<file path="src/rtl/pipe_stage_reg.sv">
// Parametrised pipeline stage register with valid/ready handshake, flush, NOP-bubble insertion
// and optional skid entry (SKID=1). Define PIPE_STAGE_ZERO_DATA_EN to zero data on flush/bubble.
module pipe_stage_reg #(
  parameter int unsigned CTRL_W = 8,
  parameter int unsigned DATA_W = 96,
  parameter int unsigned SKID   = 0
) (
  input  logic              clk_i,
  input  logic              rst_i,
  input  logic              start_i,
  input  logic              flush_i,
  input  logic              bubble_i,
  output logic              bubble_ack_o,
  input  logic              in_valid_i,
  output logic              in_ready_o,
  input  logic [CTRL_W-1:0] in_ctrl_i,
  input  logic [DATA_W-1:0] in_data_i,
  output logic              out_valid_o,
  input  logic              out_ready_i,
  output logic [CTRL_W-1:0] out_ctrl_o,
  output logic [DATA_W-1:0] out_data_o,
  output logic [1:0]        occupancy_o
);

  logic              main_v_q, main_v_d;
  logic [CTRL_W-1:0] main_ctrl_q, main_ctrl_d;
  logic [DATA_W-1:0] main_data_q, main_data_d;
  logic              skid_v_q, skid_v_d;
  logic [CTRL_W-1:0] skid_ctrl_q, skid_ctrl_d;
  logic [DATA_W-1:0] skid_data_q, skid_data_d;

  logic              slot_free;
  logic              drain;
  logic              push;
  logic [CTRL_W-1:0] push_ctrl;
  logic [DATA_W-1:0] push_data;

  // With a skid entry, readiness depends only on registered state.
  assign slot_free    = (SKID != 0) ? !skid_v_q : (!main_v_q | out_ready_i);
  assign in_ready_o   = start_i & !flush_i & !bubble_i & slot_free;
  assign bubble_ack_o = start_i & !flush_i & bubble_i & slot_free;
  assign drain        = start_i & main_v_q & out_ready_i;
  assign push         = (in_valid_i & in_ready_o) | bubble_ack_o;
  assign push_ctrl    = bubble_ack_o ? '0 : in_ctrl_i;
`ifdef PIPE_STAGE_ZERO_DATA_EN
  assign push_data    = bubble_ack_o ? '0 : in_data_i;
`else
  assign push_data    = bubble_ack_o ? main_data_q : in_data_i;
`endif

  // Next-state: flush wipes everything; otherwise drain first, then place the new entry.
  always_comb begin
    main_v_d    = main_v_q;
    main_ctrl_d = main_ctrl_q;
    main_data_d = main_data_q;
    skid_v_d    = skid_v_q;
    skid_ctrl_d = skid_ctrl_q;
    skid_data_d = skid_data_q;
    if (start_i) begin
      if (flush_i) begin
        main_v_d    = 1'b0;
        main_ctrl_d = '0;
        skid_v_d    = 1'b0;
        skid_ctrl_d = '0;
`ifdef PIPE_STAGE_ZERO_DATA_EN
        main_data_d = '0;
        skid_data_d = '0;
`endif
      end else begin
        if (drain) begin
          if (skid_v_q) begin
            main_v_d    = 1'b1;
            main_ctrl_d = skid_ctrl_q;
            main_data_d = skid_data_q;
            skid_v_d    = 1'b0;
          end else begin
            main_v_d = 1'b0;
          end
        end
        if (push) begin
          if (!main_v_q || drain) begin
            main_v_d    = 1'b1;
            main_ctrl_d = push_ctrl;
            main_data_d = push_data;
          end else begin
            skid_v_d    = 1'b1;
            skid_ctrl_d = push_ctrl;
            skid_data_d = push_data;
          end
        end
      end
    end
  end

  always_ff @(posedge clk_i) begin
    if (rst_i) begin
      main_v_q    <= 1'b0;
      main_ctrl_q <= '0;
      main_data_q <= '0;
      skid_v_q    <= 1'b0;
      skid_ctrl_q <= '0;
      skid_data_q <= '0;
    end else begin
      main_v_q    <= main_v_d;
      main_ctrl_q <= main_ctrl_d;
      main_data_q <= main_data_d;
      skid_v_q    <= skid_v_d;
      skid_ctrl_q <= skid_ctrl_d;
      skid_data_q <= skid_data_d;
    end
  end

  assign out_valid_o = main_v_q;
  assign out_ctrl_o  = main_ctrl_q;
  assign out_data_o  = main_data_q;
  assign occupancy_o = {1'b0, main_v_q} + {1'b0, skid_v_q};

endmodule
</file>
<file path="config.mk">
export PLATFORM = sky130hd
export DESIGN_NAME = pipe_stage_reg
export DESIGN_NICKNAME = d
export VERILOG_FILES = /design/src/rtl/pipe_stage_reg.sv
export SDC_FILE = /design/constraint.sdc
export NUM_CORES = 1
export LEC_CHECK = 0
export BUFFER_PORTS_ARGS = -buffer_cell sky130_fd_sc_hd__buf_2
export CAP_MARGIN = 20
export CELL_PAD_IN_SITES_DETAIL_PLACEMENT = 0
export CELL_PAD_IN_SITES_GLOBAL_PLACEMENT = 1
export CORE_ASPECT_RATIO = 0.75
export CORE_MARGIN = 8
export CORE_UTILIZATION = 42
export CTS_CLUSTER_DIAMETER = 30
export CTS_CLUSTER_SIZE = 28
export DETAILED_ROUTE_END_ITERATION = 8
export PLACE_DENSITY_LB_ADDON = 0.1
export SLEW_MARGIN = 20
export SYNTH_ARGS = -nofsm -noshare
export SYNTH_HDL_FRONTEND = slang
export SYNTH_SLANG_ARGS = --single-unit
</file>
<file path="constraint.sdc">
create_clock -name clk_i -period 5.1 [get_ports clk_i]
set_clock_uncertainty 0.15 [all_clocks]
set_input_delay 0.255 -clock clk_i [delete_from_list [all_inputs] [get_ports clk_i]]
set_output_delay 0.255 -clock clk_i [all_outputs]
set_load 0.01 [all_outputs]
</file>
# Word-level counts from Yosys, hierarchy flattened
# Index checks and enable logic that the tools add are counted.
[classes]
n_addsub = 1
eq_ne = 1
n_mux = 23
bitwise = 12
reduce_logical = 8
[ops]
columns = ["operator", "n"]
rows = [
  ["96-bit two-way mux", 5],
  ["8-bit two-way mux", 9],
  ["1-bit two-way mux", 9],
  ["1-bit AND", 8],
  ["4-bit AND reduction", 1],
  ["1-bit logical NOT", 3],
  ["3-bit AND reduction", 1],
  ["1-bit by 1-bit adder with 2-bit output", 1],
  ["2-bit != test, second input constant", 1],
  ["1-bit inverter", 2],
  ["1-bit bitwise OR", 2],
  ["2-bit AND reduction", 1],
  ["2-bit nonzero test", 1],
  ["1-bit logical OR", 1],
]
[word_totals]
register_bits = 210
in_bits = 111
elab_cells = 51

# Depth between registers and ports, before layout
# Gate-level depths: netlist of the first run.
[depth]
depth_word = 8
mapped_depth = 8
depth_no_buf = 4

# Least setup slack after synthesis of the first run
# Ideal clock, no wire load.
[synth_path]
path_type = "register to register"
startpoint = "register main_v_q (netlist: out_valid_o)"
endpoint = "register main_data_q[0] (netlist: out_data_o[0])"
setup_time_ns = 0.119
arrival_time_ns = 1.661
t_required_ns = 4.831
setup_slack_ns = 3.170
path_stages_with_launch = 8
path_buffers = 3
synth_period_minus_slack_ns = 1.930
cell_sequence = "dfxtp_1 -> and2b_2 -> nor3_2 -> or3_1 -> buf_2 -> buf_6 -> buf_6 -> o221a_1"
[synth_via]
elab_chain_cells = 6
word_cells_on_any_way = 13
cone_classes = "mux: 4; bitwise: 7; reduce/logical: 2"
[synth_lines]
columns = ["element", "line_no", "text"]
rows = [
  ["from (decl)", "25", "logic main_v_q, main_v_d;"],
  ["from (signal assigned)", "104", "main_v_q <= main_v_d;"],
  ["1-bit logical NOT", "39, 81", ""],
  ["1-bit bitwise OR", "39", "assign slot_free = (SKID != 0) ? !skid_v_q : (!main_v_q | out_ready_i);"],
  ["1-bit AND (on tied branches)", "41, 40", ""],
  ["96-bit two-way mux or 1-bit AND (tied branches)", "48, 43", ""],
  ["96-bit two-way mux or 1-bit bitwise OR (tied branches)", "81, 43", ""],
  ["96-bit two-way mux (*)", "80", "if (push) begin"],
  ["to (signal assigned)", "106", "main_data_q <= main_data_d;"],
  ["to (decl)", "27", "logic [DATA_W-1:0] main_data_q, main_data_d;"],
]
# Every way passes the cells marked *; elsewhere a longest branch is shown, timed or not.
# A chain may end at the register's enable or synchronous reset.

# Final worst setup path of the first run
[layout_path]
startpoint = "register main_v_q (netlist: out_valid_o)"
endpoint = "register main_data_q[31] (netlist: out_data_o[31])"
# Same word-level chain as after synthesis.

==> reports/results.tsv, run 1 <==
stage	metric	value	unit
run_status	run status	completed	
logic_synthesis	Avg Cell Area, Syn	10.5	µm²
setup_path	Reg2Reg Depth	5	
clocking	cts repair resizes	0	
logic_synthesis	most frequent cell after synthesis	dfxtp_1	
logic_synthesis	Mapped Cells	706	
hold_path	Worst Hold Endpoint	out_data_o[2]	
setup_path	crit path kind	flip-flop to flip-flop	
clocking	Worst-path clk slew	0.05	ns
global_routing	largest net degree at the start of global routing	133	
global_routing	GRT overflow	0	
run	Max-cap violations	0	
logic_synthesis	EDFF count, synth	0	
clocking	clk buf depth	3	
setup_path	r2r endpoint	out_data_o[31]	
sta	final-report setup violation count	0	
logic_synthesis	top post-synthesis cells by count	dfxtp_1 (210), a21oi_1 (101), inv_1 (97), nor2b_1 (97), o221a_1 (50)	
cells_and_area	layout cells sized above 1	0.325	
power_and_ir_drop	Reg power frac	0.375	
setup_path	Setup crit end kind	flip-flop	
floorplanning	core area	17500	µm²
placed_design	DP HPWL	12900	µm
routing	total length of routed wires	21000	µm
sta	unrepaired setup endpoints after global routing	no	
logic_synthesis	area leader, netlist	dfxtp_1	
sta	minimum clock period	2.79	ns
hold_path	Hold WC Path Type	input pin to flip-flop	
setup_path	startpoint types	flip-flop	
routing	initial DRC count	418	
sta	final hold slack	0.0340	ns
logic_synthesis	ys async rst share	0	
setup_path	crit path cell chain	and4_1, a21oi_1, a211oi_4, buf_4, o221a_1	
clocking	CTS H-tree depth	2	
power_and_ir_drop	Worst VDD drop	232	µV
power_and_ir_drop	Pwr per Cell Area	412	nW/µm²
setup_path	Worst EP required	5.38	ns
routing	ANT nets after route	0	
setup_path	max incr delay on CP	0.84	ns
global_routing	first-pass GRT wire length	34500	µm
placed_design	dpl cells	1115	
sta	period utilization	0.547	
floorplanning	num ports	220	
sta	Slew Viols, Final	0	
logic_synthesis	Ys Warns	0	
power_and_ir_drop	static leakage	5.09	nW
routing	via count	6288	
setup_path	CP max stage cell	buf_4	
power_and_ir_drop	clock power share	0.562	
setup_path	Arr. time, crit path	3.07	ns
routing	vias per inst	4.89	
setup_path	flop-to-flop setup slack	2.31	ns
sta	worst slew pin tran	1.01	ns
logic_synthesis	Synth Register Bits	210	
clocking	TritonCTS clock tree	yes	
global_routing	vias in the first global route	6644	
routing	residual DRC count	0	
floorplanning	die height	131	µm
logic_synthesis	syn_nets	818	
logic_synthesis	Mapped Area	7430	µm²
sta	fmax	359	MHz
cells_and_area	Reg area	4200	µm²
logic_synthesis	sequential cell area fraction in the yosys report	0.565	
logic_synthesis	top cells by area, synth	dfxtp_1 (57%), nor2b_1 (8.2%), o221a_1 (7.6%), o221a_2 (6.8%), a21oi_1 (6.8%)	
clocking	Clk Latency, worst-skew pair	0.49	ns
floorplanning	die footprint	22300	µm²
setup_path	r2r startpoint	out_valid_o	
clocking	CTS buffer count	37	
cells_and_area	area of the multi-input gates	2570	µm²
routing	wire per inst	16.3	µm
placed_design	# port buffers	219	
sta	Worst slew margin	0.324	
sta	Fin Setup TNS	0	ns
floorplanning	Starting Density	0.425	
clocking	Clock Sinks	210	
power_and_ir_drop	Sw Pwr	0.967	mW
sta	final hold violations	0	
hold_path	Hold Crit Start	in_data_i[2]	
logic_synthesis	Main synth FF type	dfxtp_1	
hold_path	Cells on Worst Hold Path	4	
placed_design	GPL Wtd Cong	0.796	
power_and_ir_drop	P_int	3.54	mW
power_and_ir_drop	Combinational Power Share	0.063	
logic_synthesis	post-synth cell types	33	
setup_path	Crit Path Max Fanout	86	
global_routing	initial antenna violation count	1	
power_and_ir_drop	Total Power	4.51	mW
cells_and_area	Final nets	1128	
cells_and_area	# fillers	1409	
global_routing	Global Route Usage Sum	0.185	
cells_and_area	Finished Layout Cells	1287	
floorplanning	row count	42	
clocking	Root Driver	clkbuf_16	
floorplanning	die width	170	µm
logic_synthesis	Yosys top cell area share	0.565	
routing	TritonRoute pass-1 iters	4	
cells_and_area	Area growth syn-to-layout	47.2	%
power_and_ir_drop	switching share of power	0.214	
## cell type report
class,count,share of cell area
inverters,97,0.0333
diodes,1,0.000229
clock buffers,50,0.100
well taps,242,0.0277
clock inverters,17,0.0200
flip-flops and latches,210,0.384
multi-input cells,342,0.235
repair buffers,328,0.199
## power groups by stage
stage,combinational (mW),clock [mW],sequential (mW)
after global routing,0.312,2.68,1.69
after detailed placement,0.221,0,1.72
after CTS,0.283,2.59,1.69
final,0.283,2.54,1.69
after global placement,0.216,0,1.72
after floorplan,0.110,0,1.73
## cell usage in the layout, fill, tap and decap left out, drive strengths merged
master and instances:
o2bb2ai 8, and3 1, o221a 95, and4 1, clkinv 8, diode 1, o21a 1, a21oi 101
nor3b 2, ha 1, nor2b 97, or3 1, clkbuf 50, inv 102, o21ai 2, a211oi 1
dfxtp 210, nor3 2, nand2b 2, o32ai 2, and2b 1, o311ai 1, nand4 1, nand3 1
buf 224, a22oi 8, bufinv 4, and2 9, nor4b 1, nor2 2, dlygate4sd3 104, or2 1
## what timing repair did
action	CTS	global route
hold buffers	104	0
setup buffers	0	0
endpoints found under the hold margin	104	0
## how the worst max path moves through the flow
stage,start,end,cells after the start
floorplan,out_valid_o,out_data_o[0],7
global placement,flush_i,out_data_o[66],6
detailed placement,flush_i,out_data_o[39],6
CTS,start_i,out_data_o[55],7
global route,out_valid_o,out_data_o[57],5
finish,out_valid_o,out_data_o[31],5
## critical path: cells and delay by family (launching register included)
kind,cells,cell delay [ns]
buffers and inverters,1,0.84
DFF,1,0.44
AOI/OAI and AO/OA,3,0.91
and+or+nand+nor,1,0.27
## stage by stage
step            util  worst slack, ns  cell area, µm²
2_1_floorplan      -             3.17            7430
5_1_grt        0.625             2.16           10900
6_report       0.625             2.31           10900
3_3_place_gp   0.490             2.17            8580
3_5_place_dp   0.490             2.05            8580
4_1_cts        0.625             2.06           10900
## sequential cells by signal, summed over array words and instances, names as in the netlist
signal,cells
skid_ctrl_q,8
skid_v_q,1
skid_data_q,96
out_valid_o,1
out_ctrl_o,8
out_data_o,96
## metal layers
| metal | vias up | part of all wire | track usage |
|---|---|---|---|
| met4 | 0 | 0.019 | 0.0623 |
| met5 | - | 0 | 0 |
| li1 | 3079 | - | - |
| met1 | 2955 | 0.45 | 0.240 |
| met3 | 35 | 0.077 | 0.0583 |
| met2 | 219 | 0.45 | 0.288 |
## cells by family (layout without fill, tap and decap cells)
logic type / after synthesis / in the layout / share of synthesized area
adders and majority gates: 1 / 1 / 0.00168
buffers and inverters: 154 / 492 / 0.0904
and+or+nand+nor: 122 / 122 / 0.106
other: 0 / 1 / 0
DFF: 210 / 210 / 0.565
AOI/OAI and AO/OA: 219 / 219 / 0.237
Power figures use the tool's default switching activity.
==> run 2, diff against run 1 <==
--- a/config.mk
+++ b/config.mk
@@ -5,13 +5,14 @@
 export SDC_FILE = /design/constraint.sdc
 export NUM_CORES = 1
 export LEC_CHECK = 0
+export ABC_AREA = 1
 export BUFFER_PORTS_ARGS = -buffer_cell sky130_fd_sc_hd__buf_2
 export CAP_MARGIN = 20
 export CELL_PAD_IN_SITES_DETAIL_PLACEMENT = 0
 export CELL_PAD_IN_SITES_GLOBAL_PLACEMENT = 1
 export CORE_ASPECT_RATIO = 0.75
 export CORE_MARGIN = 8
-export CORE_UTILIZATION = 42
+export CORE_UTILIZATION = 33
 export CTS_CLUSTER_DIAMETER = 30
 export CTS_CLUSTER_SIZE = 28
 export DETAILED_ROUTE_END_ITERATION = 8
==> constraint.sdc (replaced) <==
create_clock -name clk_i -period 2.4 [get_ports clk_i]
set_clock_uncertainty 0.15 [all_clocks]
set_input_delay 0.12 -clock clk_i [delete_from_list [all_inputs] [get_ports clk_i]]
set_output_delay 0.12 -clock clk_i [all_outputs]
set_load 0.01 [all_outputs]
==> run 2 against run 1 <==
  * Maximum frequency up 24%
  * Clock power grew to 2.7 times the previous value
  * Synthesized area is 28% higher
  * Sequential share of layout area down 7.9 points
  * Register-to-register slack lost 2.2 ns
  * Power grew to 2.5 times the previous value
  * Clock-buffer cell count increased by 17
  * Via count increased by 56%
==> reports/results.tsv, run 2 <==
stage	metric	value	unit
floorplanning	row count	53	
cells_and_area	post-route cell area	13800	µm²
routing	met1 wire length	16100	µm
routing	TritonRoute pass-1 iters	5	
clocking	Root Driver	clkbuf_16	
global_routing	first-pass GRT wire length	51200	µm
routing	ANT nets after route	0	
routing	wire per inst	14.0	µm
floorplanning	core area	28200	µm²
placed_design	Post-DP Area	10900	µm²
sta	period utilization	0.936	
power_and_ir_drop	static leakage	6.78	nW
logic_synthesis	Ys Warns	0	
floorplanning	Starting Density	0.337	
floorplanning	die width	212	µm
logic_synthesis	area leader, netlist	dfxtp_1	
routing	total length of routed wires	31500	µm
routing	residual DRC count	0	
clocking	cts repair resizes	0	
clocking	clk buf depth	3	
clocking	CTS buffer count	50	
routing	initial DRC count	630	
clocking	Clk Latency, worst-skew pair	0.54	ns
routing	top sig layer	met5	
logic_synthesis	Mapped Cells	1517	
sta	unrepaired setup endpoints after global routing	no	
logic_synthesis	Mapped Area	9490	µm²
sta	minimum clock period	2.25	ns
clocking	CTS H-tree depth	2	
logic_synthesis	Yosys top cell area share	0.443	
floorplanning	die height	163	µm
cells_and_area	Final nets	1934	
logic_synthesis	most frequent cell after synthesis	nand2_1	
placed_design	GPL Wtd Cong	0.734	
logic_synthesis	sequential cell area fraction in the yosys report	0.443	
sta	Worst slew margin	0.416	
cells_and_area	Finished Layout Cells	2246	
global_routing	largest net degree at the start of global routing	115	
cells_and_area	Area growth syn-to-layout	45.1	%
global_routing	initial antenna violation count	3	
setup_path	Crit Path Max Fanout	28	
global_routing	GRT overflow	0	
clocking	Clock Sinks	210	
clocking	hold buffer count at CTS	109	
sta	final-report setup violation count	0	
power_and_ir_drop	Worst VDD drop	438	µV
routing	met3 wire length	1820	µm
logic_synthesis	syn_nets	1629	
setup_path	crit path kind	flip-flop to flip-flop	
setup_path	Worst EP required	2.67	ns
cells_and_area	most frequent cells in the layout	nand2_1 (662), buf_2 (218), dfxtp_1 (210)	
logic_synthesis	ys async rst share	0	
logic_synthesis	top post-synthesis cells by count	nand2_1 (662), dfxtp_1 (210), nor2_1 (193)	
clocking	TritonCTS clock tree	yes	
floorplanning	die footprint	34500	µm²
clocking	Setup Buffers After CTS	0	
routing	vias per inst	4.37	
floorplanning	num ports	220	
global_routing	vias in the first global route	9808	
routing	via count	9809	
cells_and_area	layout cells sized above 1	0.180	
run_status	run status	completed	
sta	worst slew pin tran	0.876	ns
sta	fmax	445	MHz
placed_design	# port buffers	219	
setup_path	Arr. time, crit path	2.52	ns
logic_synthesis	Synth Register Bits	210	
setup_path	r2r startpoint	out_valid_o	
clocking	Worst-path clk slew	0.04	ns
logic_synthesis	EDFF count, synth	0	
routing	WL met2	13100	µm
placed_design	dpl cells	2046	
logic_synthesis	top cells by area, synth	dfxtp_1 (44%), nand2_1 (26%), nor2_1 (7.6%), a21oi_1 (5.5%), inv_1 (4.7%)	
logic_synthesis	Avg Cell Area, Syn	6.25	µm²
global_routing	Global Route Usage Sum	0.179	
setup_path	Worst Setup SP	out_valid_o	
placed_design	DP HPWL	19100	µm
setup_path	startpoint types	flip-flop	
cells_and_area	most common cell after layout, fill and taps aside	nand2_1	
hold_path	Hold Crit Start	out_ready_i	
sta	final hold violations	0	
sta	Fin Setup TNS	0	ns
logic_synthesis	post-synth cell types	23	
logic_synthesis	Main synth FF type	dfxtp_1	
run	Max-cap violations	0	
power_and_ir_drop	Pwr per Cell Area	830	nW/µm²
hold_path	Hold WC Path Type	input pin to flip-flop	
setup_path	Setup crit end kind	flip-flop	
sta	Slew Viols, Final	0	
run 2: cells by family after synthesis:
family,after synthesis,synth area share
flops,210,0.443
simple gates,880,0.354
compound gates,203,0.108
fa+ha+maj,1,0.00132
buf+inv,223,0.0936
run 2: final timing paths:
path	to	slack (ns)	cells past startpoint
max	out_valid_o	0.15	7
min	skid_v_q	0.05	5
max reg2reg	out_valid_o	0.15	7
min reg2reg	skid_data_q[48]	0.27	2
run 2: power breakdown:
part | internal, mW | leakage [nW] | switching [mW] | total [mW]
clock network | 4.90 | 0.852 | 2.06 | 6.96
registers | 3.55 | 1.70 | 0.0415 | 3.60
logic | 0.372 | 4.23 | 0.493 | 0.865
total | 8.82 | 6.78 | 2.60 | 11.4
run 2: routing by layer:
| layer | vias to the layer above | global-route usage |
|---|---|---|
| li1 | 5228 | - |
| met1 | 4310 | 0.254 |
| met2 | 229 | 0.270 |
| met3 | 40 | 0.0419 |
| met4 | 2 | 0.0445 |
| met5 | - | 0 |
run 2: layout make-up:
type                            count  area (µm²)
Clock buffer                       67        1440
Antenna cell                        2        5.00
Timing Repair Buffer              352        2420
Clock inverter                     22         324
Multi-Input combinational cell   1084        4430
Sequential cell                   210        4200
Fill cell                        2930       14400
Inverter                          124         468
Tap cell                          385         482
run 2: worst max-delay path, stage by stage, from the launching register on:
cell           delay, ns
dfxtp_1             0.40
nand2_1             0.22
nand3_4             0.20
buf_4               0.33
o221ai_1            0.16
dlygate4sd3_1       0.58
nand2_1             0.07
inv_1               0.04
run 2: stage by stage:
stage,util,hold WS (ns),power [mW],setup slack (ns)
5_1_grt,0.488,0.0855,11.9,0.0312
2_1_floorplan,-,0.138,4.08,0.584
4_1_cts,0.488,0.00667,11.6,0.138
3_5_place_dp,0.387,0.268,4.39,0.278
3_3_place_gp,0.387,0.263,4.39,0.353
6_report,0.488,0.0492,11.4,0.153
==> run 3, diff against run 2 <==
--- a/config.mk
+++ b/config.mk
@@ -13,11 +13,11 @@
 export CORE_ASPECT_RATIO = 0.75
 export CORE_MARGIN = 8
 export CORE_UTILIZATION = 33
+export CTS_BUF_LIST = sky130_fd_sc_hd__clkbuf_16
 export CTS_CLUSTER_DIAMETER = 30
 export CTS_CLUSTER_SIZE = 28
 export DETAILED_ROUTE_END_ITERATION = 8
 export PLACE_DENSITY_LB_ADDON = 0.1
-export SLEW_MARGIN = 20
 export SYNTH_ARGS = -nofsm -noshare
 export SYNTH_HDL_FRONTEND = slang
 export SYNTH_SLANG_ARGS = --single-unit
==> run 3 against run 2 <==
  * Design area shrank 0.73%
  * Sequential cell count is the same
  * Worst setup slack improved by 0.0024 ns
  * First-iteration DRC count increased by 0.32%
  * Sequential power hardly changed
  * Register-to-register slack barely moved
  * Maximum frequency up 0.11%
  * Via count is 0.34% higher
  * Die area is the same
  * Largest power group unchanged
==> reports/results.tsv, run 3 (synthesis gave the netlist of run 2 again) <==
stage	metric	value	unit
clocking	Clk Latency, worst-skew pair	0.54	ns
power_and_ir_drop	Reg power frac	0.325	
floorplanning	num ports	220	
sta	Slew Viols, Final	0	
setup_path	startpoint types	flip-flop	
clocking	clk buf depth	3	
setup_path	r2r startpoint	out_valid_o	
sta	fmax	446	MHz
global_routing	initial antenna violation count	3	
hold_path	Hold WC Path Type	input pin to flip-flop	
cells_and_area	post-route cell area	13700	µm²
power_and_ir_drop	Sw Pwr	2.58	mW
global_routing	Global Route Usage Sum	0.179	
floorplanning	die width	212	µm
placed_design	# port buffers	219	
sta	unrepaired setup endpoints after global routing	no	
placed_design	DP HPWL	19100	µm
run_status	run status	completed	
cells_and_area	# fillers	2957	
routing	TritonRoute pass-1 iters	5	
cells_and_area	layout cells sized above 1	0.175	
hold_path	Worst Hold Endpoint	skid_v_q	
cells_and_area	most common cell after layout, fill and taps aside	nand2_1	
global_routing	first-pass GRT wire length	51200	µm
sta	Fin Setup TNS	0	ns
setup_path	crit path kind	flip-flop to flip-flop	
floorplanning	core area	28200	µm²
sta	worst slew pin tran	0.876	ns
clocking	cts repair resizes	0	
clocking	Clock Sinks	210	
setup_path	Setup crit end kind	flip-flop	
setup_path	Crit Path Max Fanout	28	
hold_path	Cells on Worst Hold Path	5	
sta	final hold slack	0.0497	ns
routing	via count	9842	
routing	initial DRC count	632	
power_and_ir_drop	Pwr per Cell Area	809	nW/µm²
setup_path	flop-to-flop setup slack	0.16	ns
routing	residual DRC count	0	
cells_and_area	Final Util	0.485	
cells_and_area	Area growth syn-to-layout	44.1	%
global_routing	largest net degree at the start of global routing	115	
global_routing	GRT overflow	0	
global_routing	vias in the first global route	9788	
placed_design	GPL Wtd Cong	0.734	
cells_and_area	Reg area	4200	µm²
clocking	TritonCTS clock tree	yes	
floorplanning	die footprint	34500	µm²
placed_design	Post-DP Area	10900	µm²
floorplanning	die height	163	µm
floorplanning	row count	53	
sta	period utilization	0.935	
cells_and_area	area of the multi-input gates	4430	µm²
power_and_ir_drop	static leakage	6.75	nW
sta	final-report setup violation count	0	
run	Max-cap violations	0	
routing	total length of routed wires	31500	µm
floorplanning	Starting Density	0.337	
cells_and_area	Final nets	1934	
sta	final hold violations	0	
routing	wire per inst	14.0	µm
clocking	Worst-path clk slew	0.04	ns
power_and_ir_drop	P_int	8.47	mW
cells_and_area	most frequent cells in the layout	nand2_1 (662), buf_2 (218), dfxtp_1 (210)	
setup_path	Reg2Reg Depth	7	
power_and_ir_drop	Worst VDD drop	438	µV
routing	ANT nets after route	0	
setup_path	r2r endpoint	out_valid_o	
routing	vias per inst	4.38	
hold_path	Hold Crit Start	out_ready_i	
clocking	CTS buffer count	50	
power_and_ir_drop	Combinational Power Share	0.078	
power_and_ir_drop	switching share of power	0.234	
clocking	Root Driver	clkbuf_16	
power_and_ir_drop	clock power share	0.597	
setup_path	Worst EP required	2.67	ns
sta	Worst slew margin	0.416	
setup_path	Arr. time, crit path	2.52	ns
sta	minimum clock period	2.24	ns
clocking	CTS H-tree depth	2	
run 3: how the worst max path moves through the flow:
stage	start	to	slack, ns	cells past startpoint
finish	out_valid_o	out_valid_o	0.16	7
CTS	out_valid_o	bubble_ack_o	0.14	5
global placement	out_valid_o	out_ctrl_o[7]	0.35	7
global route	out_valid_o	out_valid_o	0.03	7
detailed placement	out_valid_o	out_ctrl_o[0]	0.28	7
floorplan	out_valid_o	out_data_o[47]	0.58	9
run 3: what timing repair did:
item	4_1_cts	5_1_grt
buffers inserted	0	0
endpoints found under the hold margin	123	0
hold buffers	109	0
run 3: through the flow:
step,cells,setup WS [ns],power [mW]
2_1_floorplan,1517,0.584,4.08
3_3_place_gp,2046,0.353,4.39
3_5_place_dp,2046,0.278,4.39
4_1_cts,2244,0.138,11.2
5_1_grt,2246,0.0312,11.5
6_report,2246,0.156,11.1
run 3: power groups by stage:
stage               clock (mW)  combinational, mW  sequential (mW)
finish                    6.60              0.865             3.60
detailed placement           0              0.731             3.66
floorplan                    0              0.408             3.67
global placement             0              0.729             3.66
global route              6.96              0.967             3.60
CTS                       6.76              0.874             3.59
run 3: cell type report:
type / instances / share of cell area
well taps: 385 / 0.0352
clock inverters: 38 / 0.0281
diodes: 2 / 0.000366
repair buffers: 352 / 0.177
multi-input cells: 1084 / 0.324
clock buffers: 51 / 0.0934
flip-flops and latches: 210 / 0.308
inverters: 124 / 0.0342
run 3: layer usage:
layer | vias to the layer above | share of wire | routed length, µm | GRT usage
met3 | 37 | 0.059 | 1850 | 0.0417
met1 | 4343 | 0.51 | 16100 | 0.254
met4 | 2 | 0.013 | 414 | 0.0448
met5 | - | 0.00051 | 16 | 0
li1 | 5233 | - | - | -
met2 | 227 | 0.42 | 13200 | 0.269
run 3: critical path, cell delays in order (launching register included):
cell	delay (ns)
dfxtp_1	0.40
nand2_1	0.22
nand3_4	0.20
buf_4	0.33
o221ai_1	0.16
dlygate4sd3_1	0.58
nand2_1	0.07
inv_1	0.03
